### src/rtl/seq_right_rotator.sv
// rtl/seq_right_rotator.sv - iterative right rotate / logical shift, one bit per clock
module seq_right_rotator #(
    parameter int WIDTH = 8,
    parameter int SEL_W = 3
) (
    input  logic             clk,
    input  logic             rst_n,
    input  logic             start,
    input  logic [WIDTH-1:0] x,
    input  logic [SEL_W-1:0] sel,
    input  logic             cntrl,
    output logic [WIDTH-1:0] z,
    output logic             busy,
    output logic             done
);

    typedef enum logic [1:0] {
        IDLE  = 2'd0,
        SHIFT = 2'd1,
        DONE  = 2'd2
    } state_t;

    state_t           state_q, state_d;
    logic [WIDTH-1:0] sh_q, sh_d;
    logic [SEL_W-1:0] cnt_q, cnt_d;
    logic             mode_q, mode_d;
    logic [WIDTH-1:0] z_q, z_d;
    logic [WIDTH-1:0] shifted;

    always_ff @(posedge clk or negedge rst_n) begin
        if (!rst_n) begin
            state_q <= IDLE;
            sh_q    <= '0;
            cnt_q   <= '0;
            mode_q  <= 1'b0;
            z_q     <= '0;
        end else begin
            state_q <= state_d;
            sh_q    <= sh_d;
            cnt_q   <= cnt_d;
            mode_q  <= mode_d;
            z_q     <= z_d;
        end
    end

    // Rotate feeds the outgoing LSB back in at the MSB; shift feeds a zero.
    assign shifted = {(mode_q ? sh_q[0] : 1'b0), sh_q[WIDTH-1:1]};

    always_comb begin
        state_d = state_q;
        sh_d    = sh_q;
        cnt_d   = cnt_q;
        mode_d  = mode_q;
        z_d     = z_q;
        case (state_q)
            IDLE, DONE: begin
                if (start) begin
                    sh_d   = x;
                    cnt_d  = sel;
                    mode_d = cntrl;
                    if (sel == '0) begin
                        z_d     = x;
                        state_d = DONE;
                    end else begin
                        state_d = SHIFT;
                    end
                end else begin
                    state_d = IDLE;
                end
            end
            SHIFT: begin
                sh_d  = shifted;
                cnt_d = cnt_q - SEL_W'(1);
                if (cnt_q == SEL_W'(1)) begin
                    z_d     = shifted;
                    state_d = DONE;
                end
            end
            default: state_d = IDLE;
        endcase
    end

    always_comb begin
        busy = (state_q == SHIFT);
        done = (state_q == DONE);
        z    = z_q;
    end

endmodule

### config.mk
export PLATFORM = sky130hd
export DESIGN_NAME = seq_right_rotator
export DESIGN_NICKNAME = d
export VERILOG_FILES = /design/src/rtl/seq_right_rotator.sv
export SDC_FILE = /design/constraint.sdc
export NUM_CORES = 1
export LEC_CHECK = 0
export BUFFER_PORTS_ARGS = -buffer_cell sky130_fd_sc_hd__buf_2
export CAP_MARGIN = 15
export CORE_ASPECT_RATIO = 0.75
export CORE_MARGIN = 2
export CORE_UTILIZATION = 41
export CTS_CLUSTER_SIZE = 40
export DETAILED_ROUTE_END_ITERATION = 8
export PLACE_DENSITY_LB_ADDON = 0.2
export SYNTH_ARGS = -nofsm -noshare
export SYNTH_HDL_FRONTEND = slang
export SYNTH_SLANG_ARGS = --single-unit
### constraint.sdc
create_clock -name clk -period 2.15 [get_ports clk]
set_input_delay 0.43 -clock clk [delete_from_list [all_inputs] [get_ports clk]]
set_output_delay 0.43 -clock clk [all_outputs]
set_load 0.05 [all_outputs]
==> Yosys cells after proc, flatten, opt, wreduce, memory -nomap -nowiden <==
Cells that the tools add are included.
Widths: inputs -> output; s select.
{ "totals": {"elab_cells": 32, "regBits": 22} }
{ "classes": {"mux": 13, "n_addsub": 1, "n_reduce_logical": 7, "eq_ne": 6} }
{ "op_table": {"columns": ["cell", "n"], "rows": [
  ["$mux 8", 4],
  ["$pmux 8 s2", 2],
  ["$mux 2", 3],
  ["$pmux 3 s2", 1],
  ["$ne 2x2->1 const B", 2],
  ["$pmux 2 s2", 1],
  ["$reduce_and 2->1", 2],
  ["$reduce_and 4->1", 1],
  ["$eq 3x1->1 const B", 1],
  ["$logic_not 3->1", 1],
  ["$mux 3", 1],
  ["$sub 3x1->3 const B", 1],
  ["$eq 2x1->1 const B", 1],
  ["$eq 2x2->1 const B", 1],
  ["$logic_not 2->1", 1],
  ["$ne 2x1->1 const B", 1],
  ["$reduce_bool 2->1", 1],
  ["$reduce_or 2->1", 1],
  ["$mux 1", 1]
]} }

==> Longest topological paths before layout <==
Gate-level depths: netlist of run 1.
{ "logic_depth": {"ltp_word": 4, "ltp_mapped": 6, "depth_no_buf": 5} }

==> Least setup slack after synthesis of run 1 <==
Ideal clock, no wire load.
{ "synth_path": {"path_kind": "register to register", "start": "reg state_q[1]", "end": "reg z_q[0], in the netlist z[0]", "slack_ps": 553, "setup_ps": 125, "required_time_ps": 2025, "path_buffers": 2, "path_stages_with_launch": 7, "arrival_time_ps": 1472, "cell_sequence": "dfrtp_1 nand2b_2 buf_6 inv_4 buf_6 mux2_4 mux2_4"} }
{ "synth_between": {"elab_cells_between_ends": 10} }
{ "synth_rtl": {"columns": ["element", "line", "source"], "rows": [
  ["start, declared", "23", "state_t state_q, state_d;"],
  ["start signal, assigned", "38", "state_q <= state_d;"],
  ["$eq 2x1->1 *", null, null],
  ["named net busy", "13", "output logic busy,"],
  ["$ne 2x1->1 (no line) or $reduce_bool 2->1 (tied branches)", null, null],
  ["$reduce_and 4->1 (no line)", null, null],
  ["end signal, assigned", "42", "z_q <= z_d;"],
  ["end, declared", "27", "logic [WIDTH-1:0] z_q, z_d;"]
]} }
The timed path passes the listed nets; every way through them passes the cells marked *.
A chain may end at the register's enable or synchronous reset.

==> Worst setup path in the final report of run 1 <==
{ "layout_path": {"start": "reg state_q[1]", "end": "out busy"} }
{ "layout_between": {"elab_chain_cells": 1} }
{ "layout_rtl": {"columns": ["element", "line", "source"], "rows": [
  ["$eq 2x1->1", "84", "busy = (state_q == SHIFT);"],
  ["end, declared", "13", null]
]} }
Every way passes these cells.

==> summary.txt, run 1 <==
Status
  • Status: finished clean

Pwr
  • Lkg Pwr: 0.632 nW
  • VDD IR max: 0.000873 V
  • Power Density: 1750 nW/um2

CTS
  • # resized after CTS: 0
  • Clock-pin slew on the worst setup and hold paths: 0.12 ns
  • Clock sink count: 22
  • CTS Hold Bufs: 0
  • Post-CTS setup buffers: 0
  • CTS tree: done
  • Max clock buf depth: 2
  • CTS buffer count: 3
  • Worst skew pair latency: 0.31 ns
  • H-tree levels: 1
  • CTS Root Cell: clkbuf_4

Placed design
  • Gp weighted congestion: 0.740
  • Port-buffer cells: 24
  • Placed wire-length estimate: 1.57 mm
  • Placed Area: 1250 um2
  • Pre-CTS WS: 0.320 ns

Synth
  • Post-Synthesis Cell Area: 1120 um2
  • Syn nets: 118
  • #FFs+latches synth: 22
  • Synth top area share: 0.493
  • Largest area contributor in the netlist: dfrtp_1
  • Top cells by area, synth: dfrtp_1, mux2_4, nand2_1
  • Synthesized area per cell: 11.1 um2
  • Yosys warns: 0
  • Sequential area share after synthesis: 0.493
  • Distinct cells, synth: 28
  • Cell count after synthesis: 101

Cells and area
  • # diodes: 0
  • FF/Latch Area: 551 um2
  • # nets final: 143
  • Layout area overhead: 15.7%
  • Core occupancy in the finished layout: 0.496
  • Footprint of the multi-input gates: 503 um2
  • Fraction of layout cells with a size suffix above 1: 0.352
  • Design area: 1290 um2
  • Fillcell total: 273

GRT
  • First-pass GRT wire length: 4.04 mm
  • Overall Global Routing Usage: 0.169
  • Vias in the first global route: 848
  • Initial antenna violation count: 0
  • GRT Residual Overflow: 0
  • Largest net degree at the start of global routing: 23

Timing
  • Worst slew pin tran: 0.498 ns
  • RSZ-0062 raised after global routing: no
  • Fmax: 0.542 GHz
  • Final hold vios: 0
  • Setup-failing EPs final: 0
  • WHS: 0.0559 ns
  • Final worst slack: 0.306 ns
  • Worst Skew: 0.00240 ns
  • Max Slew Vio Count: 0
  • Fin Setup TNS: 0 ns
  • Crit share post-route: 0.858
  • Post-layout min period: 1.84 ns
  • Worst slew margin: 0.668

Floorplanning
  • Die ar.: 3160 um2
  • Core Area: 2600 um2
  • Die H: 49.2 um
  • Rows: 16
  • DIE WIDTH: 64.2 um
  • I/O Pins: 25
  • Initial Util: 0.429

Route
  • DR vias/cell: 5.16
  • Vias: 830
  • Average wire per cell in the routed design: 14.2 um
  • ANT nets after route: 0
  • Initial DRC count: 16
  • Pre-Repair DR Iteration Count: 4
  • Final wirelength: 2.29 mm
  • Drc violations: 0

Worst setup path
  • Worst Setup End Kind: primary output
  • Critical path type: register to primary output
  • CP delay by family, top: buffers and inverters
  • CP Launch Type: register
  • Flop-to-flop setup slack: 0.35 ns
  • CP peak stage delay: 0.42 ns
  • CP Cell Sequence: nand2b_2 -> inv_4 -> buf_2
  • Worst path required time: 1.72 ns
  • Critical-path top delay cell: dfrtp_1
  • Max Fanout on Critical Path: 14
  • Worst Path Buf+Inv: 2
  • CP Data Arrival Time: 1.41 ns

Run
  • Max-cap violations: 0

Min path
  • Min-Delay Path Class: primary input to async pin
[final timing paths]
path                             from      to  cells past startpoint
min                             rst_n    z[7]                      1
max                        state_q[1]    busy                      3
min reg2reg                      z[7]    z[7]                      1
max in group asynchronous       rst_n    z[1]                      1
max reg2reg                  cnt_q[1]    z[3]                      5
min in group clk                cntrl  mode_q                      3
[stage by stage]
stage | power (mW) | std cells
2_1_floorplan | 1.82 | 101
3_3_place_gp | 2.03 | 157
3_5_place_dp | 2.05 | 157
4_1_cts | 2.29 | 161
5_1_grt | 2.45 | 161
6_report | 2.27 | 161
[report_power, final]
part / switching [mW] / internal [mW]
logic: 0.771 / 0.491
registers: 0.142 / 0.627
clock network: 0.130 / 0.103
total: 1.04 / 1.22
[layout by cell type (no fill, tap or decap), types with 2 or more instances in the layout]
cell type / instances
nor2_1: 7
a31oi_1: 7
ha_1: 2
buf_4: 2
nor2b_1: 2
inv_1: 4
o21ai_0: 2
mux2i_1: 3
mux2_2: 4
dfrtp_1: 22
mux2_1: 5
mux2_4: 6
clkbuf_4: 3
buf_2: 24
nand2_1: 18
[cell usage after synthesis (all sizes together)]
| cell type | instances |
|---|---|
| a21oi | 1 |
| a22oi | 1 |
| a31o | 1 |
| a31oi | 7 |
| a32o | 1 |
| and4bb | 1 |
| buf | 3 |
| clkbuf | 3 |
| dfrtp | 22 |
| ha | 2 |
| inv | 5 |
| mux2 | 15 |
| mux2i | 3 |
| nand2 | 18 |
| nand2b | 2 |
| nand4b | 1 |
| nor2 | 7 |
| nor2b | 2 |
| nor3 | 1 |
| o21ai | 2 |
| o21bai | 1 |
| o22a | 1 |
| o31ai | 1 |
[worst register-to-register path, cell delays in order (launching register included)]
cell	delay [ns]
dfrtp_1	0.40
inv_1	0.09
ha_1	0.17
and4bb_2	0.22
o22a_1	0.44
mux2_1	0.37
[metal layers]
layer,track usage,share of wire,vias to the layer above
li1,-,-,397
met1,0.240,0.50,413
met2,0.257,0.45,20
met3,0.0577,0.054,0
met4,0.0213,0,0
met5,0,0,-
[registers in the layout, summed over array words and instances (netlist names)]
name,cells
cnt_q,3
mode_q,1
sh_q,8
z,8
state_q,2
[kinds of logic after synthesis]
kind of cell | count (synthesis) | share of synthesized area
AOI/OAI and AO/OA | 16 | 0.0975
adders and majority gates | 2 | 0.0224
buffers and inverters | 11 | 0.0561
DFF | 22 | 0.493
muxes | 18 | 0.198
and+or+nand+nor | 32 | 0.132
[area by class of cell]
type,instances,share of cell area
flip-flops and latches,22,0.426
multi-input cells,68,0.390
repair buffers,26,0.105
well taps,36,0.0349
clock buffers,4,0.0281
inverters,5,0.0165
(Power assumes the default switching activity.)
==> run 2: changes to the inputs <==
Settings changed: CORE_UTILIZATION 41 to 45, CTS_BUF_LIST set to sky130_fd_sc_hd__clkbuf_2 sky130_fd_sc_hd__clkbuf_4 sky130_fd_sc_hd__clkbuf_8.
Clock period 2.15 ns to 1.61 ns, I/O delays scaled along.
==> summary.txt, run 2 (synthesis gave the netlist of run 1 again) <==
Cells and area
  • Layout area overhead: 26.7%
  • # nets final: 154
  • # diodes: 0
  • Design area: 1410 um2
  • Core occupancy in the finished layout: 0.608
  • Most frequent cells in the layout: buf_2, dfrtp_1, nand2_1
  • Non-filler instance count after layout: 170
  • Most common cell after layout, fill and taps aside: buf_2
  • Fraction of layout cells with a size suffix above 1: 0.426

Placed design
  • Pre-CTS WS: -0.163 ns
  • DP Cell Count: 159
  • Gp weighted congestion: 0.712
  • Placed wire-length estimate: 1.65 mm
  • Port-buffer cells: 24
  • Placed Area: 1280 um2

Pwr
  • VDD IR max: 0.000990 V
  • Lkg Pwr: 0.697 nW
  • Power Density: 2400 nW/um2
  • Pwr Total: 3.39 mW

Timing
  • RSZ-0062 raised after global routing: yes
  • Worst Skew: 0.00375 ns
  • Final worst slack: 0.0383 ns
  • Crit share post-route: 0.976
  • Fmax: 0.636 GHz
  • WHS: 0.190 ns
  • Max Slew Vio Count: 0
  • Worst slew pin tran: 0.494 ns
  • Worst slew margin: 0.671
  • Setup-failing EPs final: 0
  • Final hold vios: 0
  • Fin Setup TNS: 0 ns
  • Post-layout min period: 1.57 ns

Worst setup path
  • Max Fanout on Critical Path: 9
  • Worst Path Buf+Inv: 1
  • CP Cell Sequence: inv_1 -> ha_1 -> and4bb_2 -> o22a_4 -> mux2_1
  • CP peak stage delay: 0.37 ns
  • Worst path required time: 1.82 ns
  • CP delay by family, top: flip-flops
  • Worst Setup End Kind: register
  • CP Launch Type: register
  • Critical path type: register to register
  • Critical-path top delay cell: dfrtp_1
  • CP Data Arrival Time: 1.79 ns

CTS
  • Clock sink count: 22
  • CTS buffer count: 3
  • Max clock buf depth: 2
  • CTS Root Cell: clkbuf_4
  • Clock-pin slew on the worst setup and hold paths: 0.13 ns
  • CTS tree: done
  • Worst skew pair latency: 0.32 ns
  • H-tree levels: 1

Floorplanning
  • Rows: 15
  • DIE WIDTH: 61.5 um
  • Die ar.: 2900 um2
  • Die H: 47.1 um
  • Core Area: 2330 um2
  • I/O Pins: 25
  • Initial Util: 0.480

Route
  • DR vias/cell: 5.16
  • Vias: 878
  • Drc violations: 0
  • ANT nets after route: 0
  • Final wirelength: 2.44 mm
  • Average wire per cell in the routed design: 14.3 um
  • Initial DRC count: 43
  • Pre-Repair DR Iteration Count: 4

Min path
  • Min-Delay Path Class: primary input to register

GRT
  • Largest net degree at the start of global routing: 23
  • Vias in the first global route: 834
  • GRT Residual Overflow: 0
  • Initial antenna violation count: 0
  • Overall Global Routing Usage: 0.198
  • First-pass GRT wire length: 3.93 mm

Status
  • Status: finished clean

Run
  • Max-cap violations: 0
[run 2: cell count changes in the layout (fill, tap and decap cells not counted), sizes merged]
cell,delta
buf,+10
dlygate4sd3,+1
[run 2: routing by layer]
| layer | wire [um] | GRT usage | part of all wire |
|---|---|---|---|
| met1 | 1080 | 0.253 | 0.44 |
| met2 | 1180 | 0.309 | 0.48 |
| met3 | 147 | 0.0689 | 0.060 |
| met4 | 30 | 0.0809 | 0.012 |
| met5 | 0 | 0 | 0 |
[run 2: worst paths after layout]
path / startpoint / endpoint / slack, ns / depth (start not counted)
max: cnt_q[1] / z[4] / 0.04 / 5
max in group asynchronous: rst_n / state_q[0] / 0.77 / 2
min in group asynchronous: rst_n / cnt_q[2] / 0.48 / 2
min: cntrl / mode_q / 0.19 / 3
min reg2reg: z[4] / z[4] / 0.50 / 1
max reg2reg: cnt_q[1] / z[4] / 0.04 / 5
[run 2: worst register-to-register path: cells and delay by family (launching register included)]
kind / cells / cell delay [ns]
flops: 1 / 0.37
mux: 1 / 0.33
compound gates: 1 / 0.30
simple gates: 1 / 0.23
fa+ha+maj: 1 / 0.19
buf+inv: 1 / 0.05
[run 2: what timing repair did]
| item | CTS | global route |
|---|---|---|
| hold buffers | 1 | 0 |
| buffers inserted | 2 | 4 |
| endpoints found under the setup margin | 9 | 7 |
| resized for setup | 6 | 5 |
| hold endpoints to repair | 22 | 0 |
[run 2: layout make-up]
type / count / area, um2
Clock buffer: 4 / 36.3
Sequential cell: 22 / 552
Inverter: 5 / 21.3
Multi-Input combinational cell: 68 / 524
Tap cell: 34 / 42.5
Timing Repair Buffer: 37 / 238
Fill cell: 218 / 913
[run 2: power by group]
part	internal, mW	switching, mW
clock network	0.138	0.179
registers	0.840	0.192
logic	0.924	1.12
total	1.90	1.49
==> run 3: changes to the inputs <==
Settings changed: ABC_AREA set to 1, CORE_UTILIZATION 45 to 35.
==> summary.txt, run 3 <==
Timing
  • Fmax: 0.655 GHz
  • Worst Skew: 0.00422 ns
  • Setup-failing EPs final: 0
  • WHS: 0.00931 ns
  • Worst slew margin: 0.670
  • Worst slew pin tran: 0.495 ns
  • Final hold vios: 0
  • Fin Setup TNS: 0 ns
  • RSZ-0062 raised after global routing: no
  • Crit share post-route: 0.948
  • Max Slew Vio Count: 0
  • Post-layout min period: 1.53 ns

Cells and area
  • # nets final: 179
  • Most common cell after layout, fill and taps aside: nand2_1
  • Layout area overhead: 21.5%
  • Most frequent cells in the layout: nand2_1, buf_2, dfrtp_1
  • # diodes: 0
  • Fraction of layout cells with a size suffix above 1: 0.242
  • Fillcell total: 303

Worst setup path
  • Max Fanout on Critical Path: 6
  • CP Cell Sequence: inv_2 -> nor2_4 -> clkbuf_4
  • Worst Setup End Kind: primary output
  • Worst path required time: 1.29 ns
  • CP Launch Type: register
  • Reg2Reg Depth: 6
  • CP peak stage delay: 0.42 ns
  • CP Data Arrival Time: 1.20 ns
  • Critical-path top delay cell: dfrtp_1
  • Critical path type: register to primary output

Route
  • Vias: 940
  • Drc violations: 0
  • Pre-Repair DR Iteration Count: 4
  • ANT nets after route: 0
  • Average wire per cell in the routed design: 11.7 um
  • Initial DRC count: 45
  • Final wirelength: 2.34 mm
  • DR vias/cell: 4.72

CTS
  • Clock sink count: 22
  • CTS buffer count: 3
  • Clock-pin slew on the worst setup and hold paths: 0.08 ns
  • CTS tree: done
  • Worst skew pair latency: 0.26 ns
  • Post-CTS setup buffers: 0
  • Max clock buf depth: 2
  • CTS Root Cell: clkbuf_8
  • H-tree levels: 1

Pwr
  • VDD IR max: 0.00108 V
  • Power Density: 2420 nW/um2
  • Lkg Pwr: 0.713 nW
  • Pwr Total: 3.11 mW

Synth
  • Post-synth ARST share: 1.00
  • Top cells by area, synth: dfrtp_1, nand2_1, nand3_1
  • Sequential area share after synthesis: 0.519
  • Yosys warns: 0
  • Synthesized area per cell: 7.98 um2
  • Top FF cell, synth: dfrtp_1
  • Cell count after synthesis: 133
  • Synth cell count leaders: nand2_1, dfrtp_1, nor2_1
  • Top-count cell post-synth: nand2_1
  • Post-synth EDFFs: 0
  • Synth top area share: 0.519
  • Syn nets: 150
  • #FFs+latches synth: 22
  • Distinct cells, synth: 18
  • Post-Synthesis Cell Area: 1060 um2
  • Largest area contributor in the netlist: dfrtp_1

GRT
  • Vias in the first global route: 879
  • Initial antenna violation count: 0
  • Overall Global Routing Usage: 0.153
  • First-pass GRT wire length: 3.93 mm
  • Largest net degree at the start of global routing: 23
  • GRT Residual Overflow: 0

Floorplanning
  • I/O Pins: 25
  • Core Area: 2910 um2
  • Die H: 51.7 um
  • Initial Util: 0.364
  • Rows: 17
  • DIE WIDTH: 67.6 um
  • Die ar.: 3490 um2

Status
  • Status: finished clean

Run
  • Max-cap violations: 0

Placed design
  • Gp weighted congestion: 0.729
  • Placed wire-length estimate: 1.76 mm
  • Port-buffer cells: 24

Min path
  • Min-Delay Path Class: primary input to async pin
==> run 3: changes by cell type after synthesis, sizes merged, moves of 2 or more <==
cell,before,now
clkbuf,3,0
nand2b,2,0
nand2,18,59
mux2,15,0
mux2i,3,0
nor2b,2,0
nand3,0,12
inv,5,9
nor2,7,13
==> run 3: through the flow <==
| step | area, um2 | worst slack (ns) | cells | util |
|---|---|---|---|---|
| after floorplan | 1060 | 0.211 | 133 | - |
| after global placement | 1230 | 0.337 | 195 | 0.422 |
| after detailed placement | 1230 | 0.317 | 195 | 0.422 |
| after CTS | 1290 | 0.0557 | 199 | 0.441 |
| after global routing | 1290 | 0.00901 | 199 | 0.442 |
| final | 1290 | 0.0837 | 199 | 0.442 |
==> run 3: cell families after synthesis <==
kind of cell	synth area share
simple gates	0.330
flops	0.519
compound gates	0.0766
buf+inv	0.0507
fa+ha+maj	0.0236
==> run 3: worst max-delay path: cells and delay by family, from the launching register on <==
kind | cells | cell delay [ns]
flops | 1 | 0.42
simple gates | 1 | 0.17
buf+inv | 2 | 0.35
==> run 3: cell type report <==
cell class / instances / area [um2] / area share
Sequential cell: 22 / 551 / 0.427
Multi-Input combinational cell: 99 / 457 / 0.354
Timing Repair Buffer: 27 / 145 / 0.113
Clock buffer: 4 / 55.1 / 0.0427
Tap cell: 38 / 47.5 / 0.0369
Inverter: 9 / 33.8 / 0.0262
==> run 3: repair_timing <==
| action | 4_1_cts | 5_1_grt |
|---|---|---|
| resized for setup | 0 | 1 |
| hold buffers | 0 | 0 |
| hold endpoints to repair | 0 | 0 |
| setup endpoints to repair | 0 | 1 |
==> run 3: power breakdown <==
part / internal (mW) / total [mW] / switching [mW]
clock: 0.218 / 0.402 / 0.184
sequential: 0.839 / 0.995 / 0.157
combinational: 0.501 / 1.72 / 1.22
total: 1.56 / 3.11 / 1.56
==> run 3: layer usage <==
metal | up-vias | GRT usage | part of all wire
met1 | 439 | 0.203 | 0.48
met2 | 19 | 0.245 | 0.46
met4 | 0 | 0.0408 | 0.0060
met3 | 2 | 0.0433 | 0.055
li1 | 480 | - | -
met5 | - | 0 | 0
==> run 3: worst paths after layout <==
kind	start	endpoint	slack, ns
setup / recovery	state_q[0]	busy	0.08
hold / removal	rst_n	cnt_q[2]	0.009
setup reg to reg	cnt_q[1]	z[6]	0.30
hold reg to reg	z[2]	z[2]	0.47
max in group asynchronous	rst_n	z[3]	1.26
min in group clk	cntrl	mode_q	0.25
